`src/rtl/id_ex_stage.sv`:
```
// ID/EX pipeline register of the 5-stage MIPS pipeline.
// Also detects load-use hazards, inserts bubbles, handles branch flush and counts bubbles.
module id_ex_stage #(
    parameter int DATA_W = 32,
    parameter int CNT_W  = 16
) (
    input  logic              clk,
    input  logic              reset,
    input  logic              flush,
    input  logic              id_valid,
    input  logic [1:0]        id_alu_op,
    input  logic [5:0]        id_funct,
    input  logic [5:0]        id_opcode,
    input  logic              id_reg_write,
    input  logic              id_mem_read,
    input  logic              id_mem_write,
    input  logic              id_mem_to_reg,
    input  logic              id_branch,
    input  logic              id_alu_src,
    input  logic              id_reg_dst,
    input  logic              id_uses_rt,
    input  logic [4:0]        id_rs,
    input  logic [4:0]        id_rt,
    input  logic [4:0]        id_rd,
    input  logic [DATA_W-1:0] id_rd1,
    input  logic [DATA_W-1:0] id_rd2,
    input  logic [DATA_W-1:0] id_imm,
    input  logic [DATA_W-1:0] id_pc4,
    output logic              ex_valid,
    output logic [1:0]        ex_alu_op,
    output logic [5:0]        ex_funct,
    output logic [5:0]        ex_opcode,
    output logic              ex_reg_write,
    output logic              ex_mem_read,
    output logic              ex_mem_write,
    output logic              ex_mem_to_reg,
    output logic              ex_branch,
    output logic              ex_alu_src,
    output logic              ex_reg_dst,
    output logic [4:0]        ex_rs,
    output logic [4:0]        ex_rt,
    output logic [4:0]        ex_rd,
    output logic [DATA_W-1:0] ex_rd1,
    output logic [DATA_W-1:0] ex_rd2,
    output logic [DATA_W-1:0] ex_imm,
    output logic [DATA_W-1:0] ex_pc4,
    output logic              stall,
    output logic [CNT_W-1:0]  bubble_cnt
);

    logic haz;

    // A load in EX whose destination is read by the instruction in ID; $0 never conflicts.
    assign haz = ex_valid & ex_mem_read & (ex_rt != 5'd0) & id_valid &
                 ((ex_rt == id_rs) | (id_uses_rt & (ex_rt == id_rt)));

    assign stall = haz & ~flush & ~reset;

    always_ff @(posedge clk) begin
        if (reset)
            bubble_cnt <= '0;
        else if (haz && !flush && bubble_cnt != '1)
            bubble_cnt <= bubble_cnt + CNT_W'(1);

        if (reset || flush || haz) begin
            ex_valid      <= 1'b0;
            ex_alu_op     <= '0;
            ex_funct      <= '0;
            ex_opcode     <= '0;
            ex_reg_write  <= 1'b0;
            ex_mem_read   <= 1'b0;
            ex_mem_write  <= 1'b0;
            ex_mem_to_reg <= 1'b0;
            ex_branch     <= 1'b0;
            ex_alu_src    <= 1'b0;
            ex_reg_dst    <= 1'b0;
            ex_rs         <= '0;
            ex_rt         <= '0;
            ex_rd         <= '0;
            ex_rd1        <= '0;
            ex_rd2        <= '0;
            ex_imm        <= '0;
            ex_pc4        <= '0;
        end else begin
            ex_valid      <= id_valid;
            ex_alu_op     <= id_alu_op;
            ex_funct      <= id_funct;
            ex_opcode     <= id_opcode;
            // An empty ID slot must not write registers or memory downstream.
            ex_reg_write  <= id_valid & id_reg_write;
            ex_mem_read   <= id_valid & id_mem_read;
            ex_mem_write  <= id_valid & id_mem_write;
            ex_mem_to_reg <= id_valid & id_mem_to_reg;
            ex_branch     <= id_valid & id_branch;
            ex_alu_src    <= id_valid & id_alu_src;
            ex_reg_dst    <= id_valid & id_reg_dst;
            ex_rs         <= id_rs;
            ex_rt         <= id_rt;
            ex_rd         <= id_rd;
            ex_rd1        <= id_rd1;
            ex_rd2        <= id_rd2;
            ex_imm        <= id_imm;
            ex_pc4        <= id_pc4;
        end
    end

endmodule

```
`config.mk`:
```
export PLATFORM = sky130hd
export DESIGN_NAME = id_ex_stage
export DESIGN_NICKNAME = d
export VERILOG_FILES = /design/src/rtl/id_ex_stage.sv
export SDC_FILE = /design/constraint.sdc
export NUM_CORES = 1
export LEC_CHECK = 0
export CORE_AREA = 2 2 137 139
export DETAILED_ROUTE_END_ITERATION = 8
export DIE_AREA = 0 0 139 141
export GPL_ROUTABILITY_DRIVEN = 0
export PLACE_DENSITY = 0.71
export SYNTH_ARGS = -nofsm -noshare
export SYNTH_HDL_FRONTEND = slang
export SYNTH_SLANG_ARGS = --single-unit
```
`constraint.sdc`:
```
create_clock -name clk -period 5.4 [get_ports clk]
set_input_delay 0.81 -clock clk [delete_from_list [all_inputs] [get_ports clk]]
set_output_delay 0.81 -clock clk [all_outputs]
set_load 0.02 [all_outputs]
```
## Yosys cells after proc, flatten, opt, wreduce, memory -nomap -nowiden

Index checks and enable logic that the tools add are counted.
W data, S select, Z words.

- Bits in registers: 181
- Bits in latches: 0
- RAM bits: 0
- ROM bits: 0
- Bits of input ports: 169
- Output and inout port bits: 182
- Word-level logic and storage cells: 46
- Memories: 0

- Add/subtract/negate cells: 1
- $mul: 0
- Div/mod/pow operators: 0
- Order comparisons: 0
- Eq/ne operators: 3
- Shift-type cells: 0
- Multiplexer cells: 0
- Bitwise logic cells: 17
- Reductions and logical operators: 6

Operators by type and width:

| operator | number |
|---|---|
| $add A16 B1 Y16 const B | 1 |
| $ne A16 B16 Y1 const B | 1 |
| $and A1 B1 Y1 | 14 |
| $eq A5 B5 Y1 | 2 |
| $reduce_bool A5 Y1 | 1 |
| $logic_and A1 B1 Y1 | 2 |
| $logic_or A1 B1 Y1 | 2 |
| $not A1 Y1 | 2 |
| $logic_not A1 Y1 | 1 |
| $or A1 B1 Y1 | 1 |

## Depth between registers and ports, before layout

Gate-level depths: netlist of run 1.

- Depth in word-level cells: 6
- Depth in mapped cells: 8
- Gate-level depth less buffers: 6

## Worst setup path before layout of run 1

Ideal clock, no wire load.

- Kind: input port to output port
- From: in id_rs[3]
- To: out stall
- Data arrival time: 2,181 ps
- Data required time: 4,590 ps
- Slack: 2,409 ps
- Stages: 7
- Buffers on the path: 3
- Path through: xor2_1 -> nor3_1 -> a2bb2oi_1 -> buf_2 -> buf_2 -> buf_2 -> nor3_1

- Longest elaborated chain between the ends: 5

Ends and longest elaborated chain:

| element | line | text |
|---|---|---|
| from (decl) | 22 | `input logic [4:0] id_rs,` |
| $eq A5 B5 Y1 | 55 | `((ex_rt == id_rs) \| (id_uses_rt & (ex_rt == id_rt)));` |
| $or A1 B1 Y1 | 55 |  |
| $and A1 B1 Y1 | 54 | `assign haz = ex_valid & ex_mem_read & (ex_rt != 5'd0) & id_valid &` |
| $and A1 B1 Y1 (2 in a row) | 57 | `assign stall = haz & ~flush & ~reset;` |
| to (decl) | 47 | `output logic stall,` |

Every way passes these cells.

## Final worst setup path of run 1

- From: in id_valid
- To: out stall

- Longest elaborated chain between the ends: 4

Ends and longest elaborated chain:

| element | line | text |
|---|---|---|
| from (decl) | 10 | `input logic id_valid,` |
| $and A1 B1 Y1 (2 in a row) | 54 |  |
| $and A1 B1 Y1 (2 in a row) | 57 |  |

Every way passes these cells.

==> results.sh, run 1 <==
export IMPL_worst_slew_pin_transition_ns=0.5553
export IMPL_postRouteWirelength_um=16650
export IMPL_area_delta_synth_final_pct=79.59
export IMPL_dr_total_vias=4478
export IMPL_ys_warnings_count=0
export IMPL_commonest_non_fill_non_tap_cells_in_the_layout="sky130_fd_sc_hd__clkdlybuf4s50_1 (350), sky130_fd_sc_hd__dfxtp_1 (181), sky130_fd_sc_hd__and2_1 (158), sky130_fd_sc_hd__clkbuf_16 (17), sky130_fd_sc_hd__or4_1 (12)"
export IMPL_numClockSinks=181
export IMPL_dr_first_iter_drc_count=198
export IMPL_clock_tree_buffer_depth=2
export IMPL_route_detailed_vias_per_inst=4.177
export IMPL_ioPinCount=351
export IMPL_most_common_cell_after_layout_fill_and_taps_aside="sky130_fd_sc_hd__clkdlybuf4s50_1"
export IMPL_route_detailed_wl_per_inst_um=15.53
export IMPL_placement_rows=50
export IMPL_grt_pass1_vias=4368
export IMPL_post_place_ws_ns=1.633
export IMPL_setup_viol_count_final=0
export IMPL_ctsHtreeMaxLevel=4
export IMPL_cap_viol_max_count=0
export IMPL_vdd_drop_max_uv=210.6
export IMPL_timing_hold_violations_final=0
export IMPL_final_instance_count_excl_fill=1072
export IMPL_syn_num_nets=647
export IMPL_syn_mean_instance_area_um2=11.44
export IMPL_clock_slew_at_reported_path_ffs_ns=0.06
export IMPL_antenna_found_initial=0
export IMPL_ctsRootBufferMaster="sky130_fd_sc_hd__clkbuf_16"
export IMPL_layout_drive_gt1_share_pct=5.251
export IMPL_min_period_ns=3.778
export IMPL_cp_end_kind="output pin"
export IMPL_synth_seq_cells=181
export IMPL_n_antenna_cell=0
export IMPL_timing_critical_path_required_ns=4.59
export IMPL_final_setup_skew_ns=0.01380
export IMPL_grt_start_max_net_pins=97
export IMPL_dieHeight_um=141
export IMPL_synth_yosys_seq_area_share_pct=66.41
export IMPL_holdCritPathClass="register to register"
export IMPL_post_cts_buffers=0
export IMPL_status="finished, final reports clean"
export IMPL_clock_latency_late_sink_ns=0.43
export IMPL_core_area_um2=18270
export IMPL_tritoncts="done"
export IMPL_syn_area_um2=5456
export IMPL_setup_repair_after_global_routing_missed_its_margin="no"
export IMPL_global_route_overflow_total=0
export IMPL_grt_first_pass_wirelength_um=24780
export IMPL_port_buffers=350
export IMPL_die_width_um=139
export IMPL_non_filler_cell_area_final_um2=9799
export IMPL_drt_pre_antenna_iters=4
export IMPL_timing_final_crit_share_pct=69.97
export IMPL_startpoint_type="input port"
export IMPL_worst_path_max_fanout=9
export IMPL_post_layout_total_power_mw=2.995
export IMPL_setup_tns_final_ns=0
export IMPL_full_die_area_um2=19600
export IMPL_post_synth_inst_count=477
export IMPL_timing_worst_setup_path_type="input port to output pin"
export IMPL_total_nets_final=996
export IMPL_arrival_ns=2.97
export IMPL_drv_slew=0
export IMPL_power_density_nw_per_um2=305.7
export IMPL_post_route_util_pct=53.64
export IMPL_timing_final_ws_setup_ns=1.622
export IMPL_initial_utilization_pct=29.87
export IMPL_post_cts_resized=0
export IMPL_drc=0
export IMPL_p_leak_nw=3.734
export IMPL_detailedPlacementHpwl_um=12720
export IMPL_whs_ns=0.5265
export IMPL_cts_hold_buf=0
export IMPL_clock_buffers_created_by_tritoncts=17
export IMPL_place_detailed_instances=1041
export IMPL_max_freq_mhz=264.7
export IMPL_grtUsageTotal_pct=16.67
export IMPL_antenna_violating_nets_post_route=0
export IMPL_synth_cell_type_count=33
export IMPL_postPlaceCellArea_um2=9203
export IMPL_worst_slew_margin_relative_to_its_limit_pct=62.87
-- area by class of cell --
type                    instances  area [um^2]
clock buffers                  18        429.2
clock inverters                13        167.7
fillers                      1631         8468
inverters                       2        7.507
multi-input cells             270         1733
flip-flops and latches        181         3623
well taps                     234        292.8
repair buffers                354         3546
-- power breakdown --
group | internal, mW | total, mW | leakage (nW) | switching [mW]
logic | 0.213 | 0.347 | 1.97 | 0.133
clock network | 0.697 | 1.25 | 0.282 | 0.554
registers | 1.38 | 1.40 | 1.48 | 0.0150
total | 2.29 | 3.00 | 3.73 | 0.702
-- routing by layer --
| layer | global-route usage (%) | up-vias | part of all wire [%] |
|---|---|---|---|
| li1 | - | 2243 | - |
| met1 | 18.52 | 2024 | 39 |
| met2 | 27.72 | 191 | 50 |
| met3 | 7.948 | 20 | 9.7 |
| met4 | 6.539 | 0 | 1.7 |
| met5 | 0 | - | 0 |
-- cell usage after synthesis (all sizes together) --
cell	number	share of area, %
a21oi	11	1.0
a2bb2oi	1	0.16
and2	158	18
and3	8	0.92
buf	6	0.60
clkbuf	18	1.2
dfxtp	181	66
ha	1	0.23
inv	2	0.14
mux2	4	0.83
mux2i	1	0.18
nand2	6	0.41
nand2b	2	0.23
nand3	8	0.83
nand4	8	0.92
nor2	9	0.62
nor2b	4	0.46
nor3	3	0.28
nor3b	1	0.14
nor4	4	0.46
o211ai	1	0.23
o21ai	2	0.18
o21ba	1	0.18
o31a	1	0.16
o31ai	10	1.4
or2	1	0.11
or3	3	0.34
or4	12	1.7
xnor2	5	0.80
xor2	5	0.80
-- worst max-delay path: stages --
cell,delay [ns]
sky130_fd_sc_hd__clkdlybuf4s50_1,0.63
sky130_fd_sc_hd__nand3_1,0.18
sky130_fd_sc_hd__o21ba_2,0.30
sky130_fd_sc_hd__nand2_1,0.16
sky130_fd_sc_hd__nor3_1,0.20
sky130_fd_sc_hd__clkdlybuf4s50_1,0.68
-- final timing paths --
kind	endpoint	startpoint	slack [ns]	depth (start not counted)
hold reg to reg	bubble_cnt[14]	bubble_cnt[14]	0.53	2
setup / recovery	stall	id_valid	1.62	6
hold / removal	bubble_cnt[14]	bubble_cnt[14]	0.53	2
setup reg to reg	bubble_cnt[4]	bubble_cnt[0]	3.14	6
-- logic make-up after synthesis --
logic type / synth area share (%)
flip-flops: 66.41
AO/OA/AOI/OAI: 3.302
multiplexers: 1.009
adder cells (fa/ha/maj): 0.2293
XOR/XNOR: 1.605
AND/OR/NAND/NOR: 25.48
buffers and inverters: 1.972
Power figures use the tool's default switching activity.
==> run 2: changes to the inputs <==
Settings changed: CORE_AREA 2 2 137 139 to 2 2 138 140, DIE_AREA 0 0 139 141 to 0 0 140 142, PLACE_DENSITY 0.71 to 0.7.
Clock period 5.4 ns to 3.5 ns, I/O delays scaled along.
==> run 2 against run 1 <==
The run now ends with DRC left. Clock power grew 49%. Power rose by 52%. Critical path depth did not move. Non-clock buffer count unchanged. Critical endpoint unchanged. Register-to-register slack got worse by 1.9 ns. Clock skew decreased by 0.0042 ns. Sequential share of layout area rose by 0.16 points. Clock-buffer cell count unchanged. Via count up 0.47%. Setup slack lost 1.3 ns. Design area decreased by 0.42%.
==> results.sh, run 2 (synthesis results as in run 1) <==
export IMPL_worst_slew_margin_relative_to_its_limit_pct=48.90
export IMPL_holdCritPathClass="register to register"
export IMPL_drc=18
export IMPL_grtUsageTotal_pct=15.78
export IMPL_full_die_area_um2=19880
export IMPL_worst_path_max_fanout=9
export IMPL_status="finished with violations"
export IMPL_setup_viol_count_final=0
export IMPL_antenna_violating_nets_post_route=0
export IMPL_power_density_nw_per_um2=465.5
export IMPL_detailedPlacementHpwl_um=12210
export IMPL_ctsRootBufferMaster="sky130_fd_sc_hd__clkbuf_16"
export IMPL_route_detailed_wl_per_inst_um=14.88
export IMPL_violations="DRC"
export IMPL_antenna_found_initial=0
export IMPL_post_cts_resized=0
export IMPL_cp_end_kind="output pin"
export IMPL_final_instance_count_excl_fill=1072
export IMPL_timing_critical_path_required_ns=2.97
export IMPL_clock_tree_buffer_depth=2
export IMPL_tritoncts="done"
export IMPL_clock_latency_late_sink_ns=0.42
export IMPL_drv_slew=0
export IMPL_startpoint_type="input port"
export IMPL_min_period_ns=3.162
export IMPL_ctsHtreeMaxLevel=4
export IMPL_arrival_ns=2.64
export IMPL_final_setup_skew_ns=0.009624
export IMPL_total_nets_final=996
export IMPL_worst_slew_pin_transition_ns=0.7665
export IMPL_cap_viol_max_count=0
export IMPL_vdd_drop_max_uv=314.4
export IMPL_dieHeight_um=142
export IMPL_commonest_non_fill_non_tap_cells_in_the_layout="sky130_fd_sc_hd__clkdlybuf4s50_1 (350), sky130_fd_sc_hd__dfxtp_1 (181), sky130_fd_sc_hd__and2_1 (158), sky130_fd_sc_hd__clkbuf_16 (17), sky130_fd_sc_hd__or4_1 (12)"
export IMPL_timing_worst_setup_path_type="input port to output pin"
export IMPL_route_detailed_vias_per_inst=4.197
export IMPL_grt_start_max_net_pins=103
export IMPL_grt_pass1_vias=4469
export IMPL_numClockSinks=181
export IMPL_port_buffers=350
export IMPL_ioPinCount=351
export IMPL_layout_drive_gt1_share_pct=5.251
export IMPL_most_common_cell_after_layout_fill_and_taps_aside="sky130_fd_sc_hd__clkdlybuf4s50_1"
export IMPL_postRouteWirelength_um=15950
export IMPL_clock_buffers_created_by_tritoncts=17
export IMPL_cts_hold_buf=0
export IMPL_area_delta_synth_final_pct=78.84
export IMPL_n_antenna_cell=0
export IMPL_placement_rows=50
export IMPL_place_detailed_instances=1041
export IMPL_core_area_um2=18460
export IMPL_initial_utilization_pct=29.57
export IMPL_drt_pre_antenna_iters=7
export IMPL_timing_final_crit_share_pct=90.35
export IMPL_setup_repair_after_global_routing_missed_its_margin="no"
export IMPL_post_cts_buffers=0
export IMPL_timing_hold_violations_final=0
export IMPL_grt_first_pass_wirelength_um=23900
export IMPL_die_width_um=140
export IMPL_p_leak_nw=3.724
export IMPL_max_freq_mhz=316.2
export IMPL_dr_first_iter_drc_count=138
export IMPL_clock_slew_at_reported_path_ffs_ns=0.07
export IMPL_setup_tns_final_ns=0
export IMPL_dr_total_vias=4499
export IMPL_global_route_overflow_total=0
## run 2: cell count changes in the layout (fill, tap and decap cells not counted)
| cell | before | now |
|---|---|---|
| sky130_fd_sc_hd__clkinv_2 | 0 | 1 |
| sky130_fd_sc_hd__clkinv_4 | 2 | 1 |
| sky130_fd_sc_hd__buf_4 | 3 | 4 |
| sky130_fd_sc_hd__clkinv_8 | 1 | 0 |
| sky130_fd_sc_hd__inv_6 | 2 | 4 |
| sky130_fd_sc_hd__buf_12 | 1 | 0 |
| sky130_fd_sc_hd__clkinvlp_4 | 3 | 2 |
| sky130_fd_sc_hd__bufinv_16 | 2 | 1 |
| sky130_fd_sc_hd__inv_8 | 3 | 4 |
## run 2: worst max-delay path, stage by stage
cell and delay, ns:
sky130_fd_sc_hd__clkdlybuf4s50_1 0.62, sky130_fd_sc_hd__nand3_1 0.17, sky130_fd_sc_hd__o21ba_2 0.30, sky130_fd_sc_hd__nand2_1 0.17
sky130_fd_sc_hd__nor3_1 0.21, sky130_fd_sc_hd__clkdlybuf4s50_1 0.65
## run 2: area by class of cell
class	count	area, um^2
multi-input combinational	270	1733
sequential	181	3623
clock buffer	18	429.2
tap	234	292.8
inverter	2	7.507
timing repair buffer	354	3533
fill	1653	8697
clock inverter	13	138.9
## run 2: report_power, final
part	total, mW	internal [mW]	switching [mW]
Combinational	0.532	0.328	0.204
Clock	1.86	1.01	0.851
Sequential	2.15	2.13	0.0210
Total	4.54	3.47	1.08
## run 2: routing by layer
layer,global-route usage [%],part of all wire [%]
met3,7.571,11
met4,5.901,1.6
met1,17.15,38
met5,0,0
met2,26.89,50
## run 2: worst paths after layout
check	from	endpoint	slack (ns)	cells past startpoint
hold reg to reg	bubble_cnt[9]	bubble_cnt[9]	0.51	2
setup reg to reg	ex_rt[3]	ex_rd1[15]	1.20	7
hold / removal	bubble_cnt[9]	bubble_cnt[9]	0.51	2
setup / recovery	id_valid	stall	0.34	6
## run 2: stage by stage
step	util (%)	cell area, um^2	hold WS, ns	worst slack, ns	power (mW)
6_report	52.87	9758	0.5099	0.3376	4.542
5_1_grt	52.87	9758	0.5326	0.2100	4.728
4_1_cts	52.87	9758	0.5151	0.3041	4.607
3_5_place_dp	49.80	9190	0.5052	0.3037	2.741
3_3_place_gp	49.80	9190	0.4975	0.4113	2.736
2_1_floorplan	-	5456	0.5631	1.079	2.381
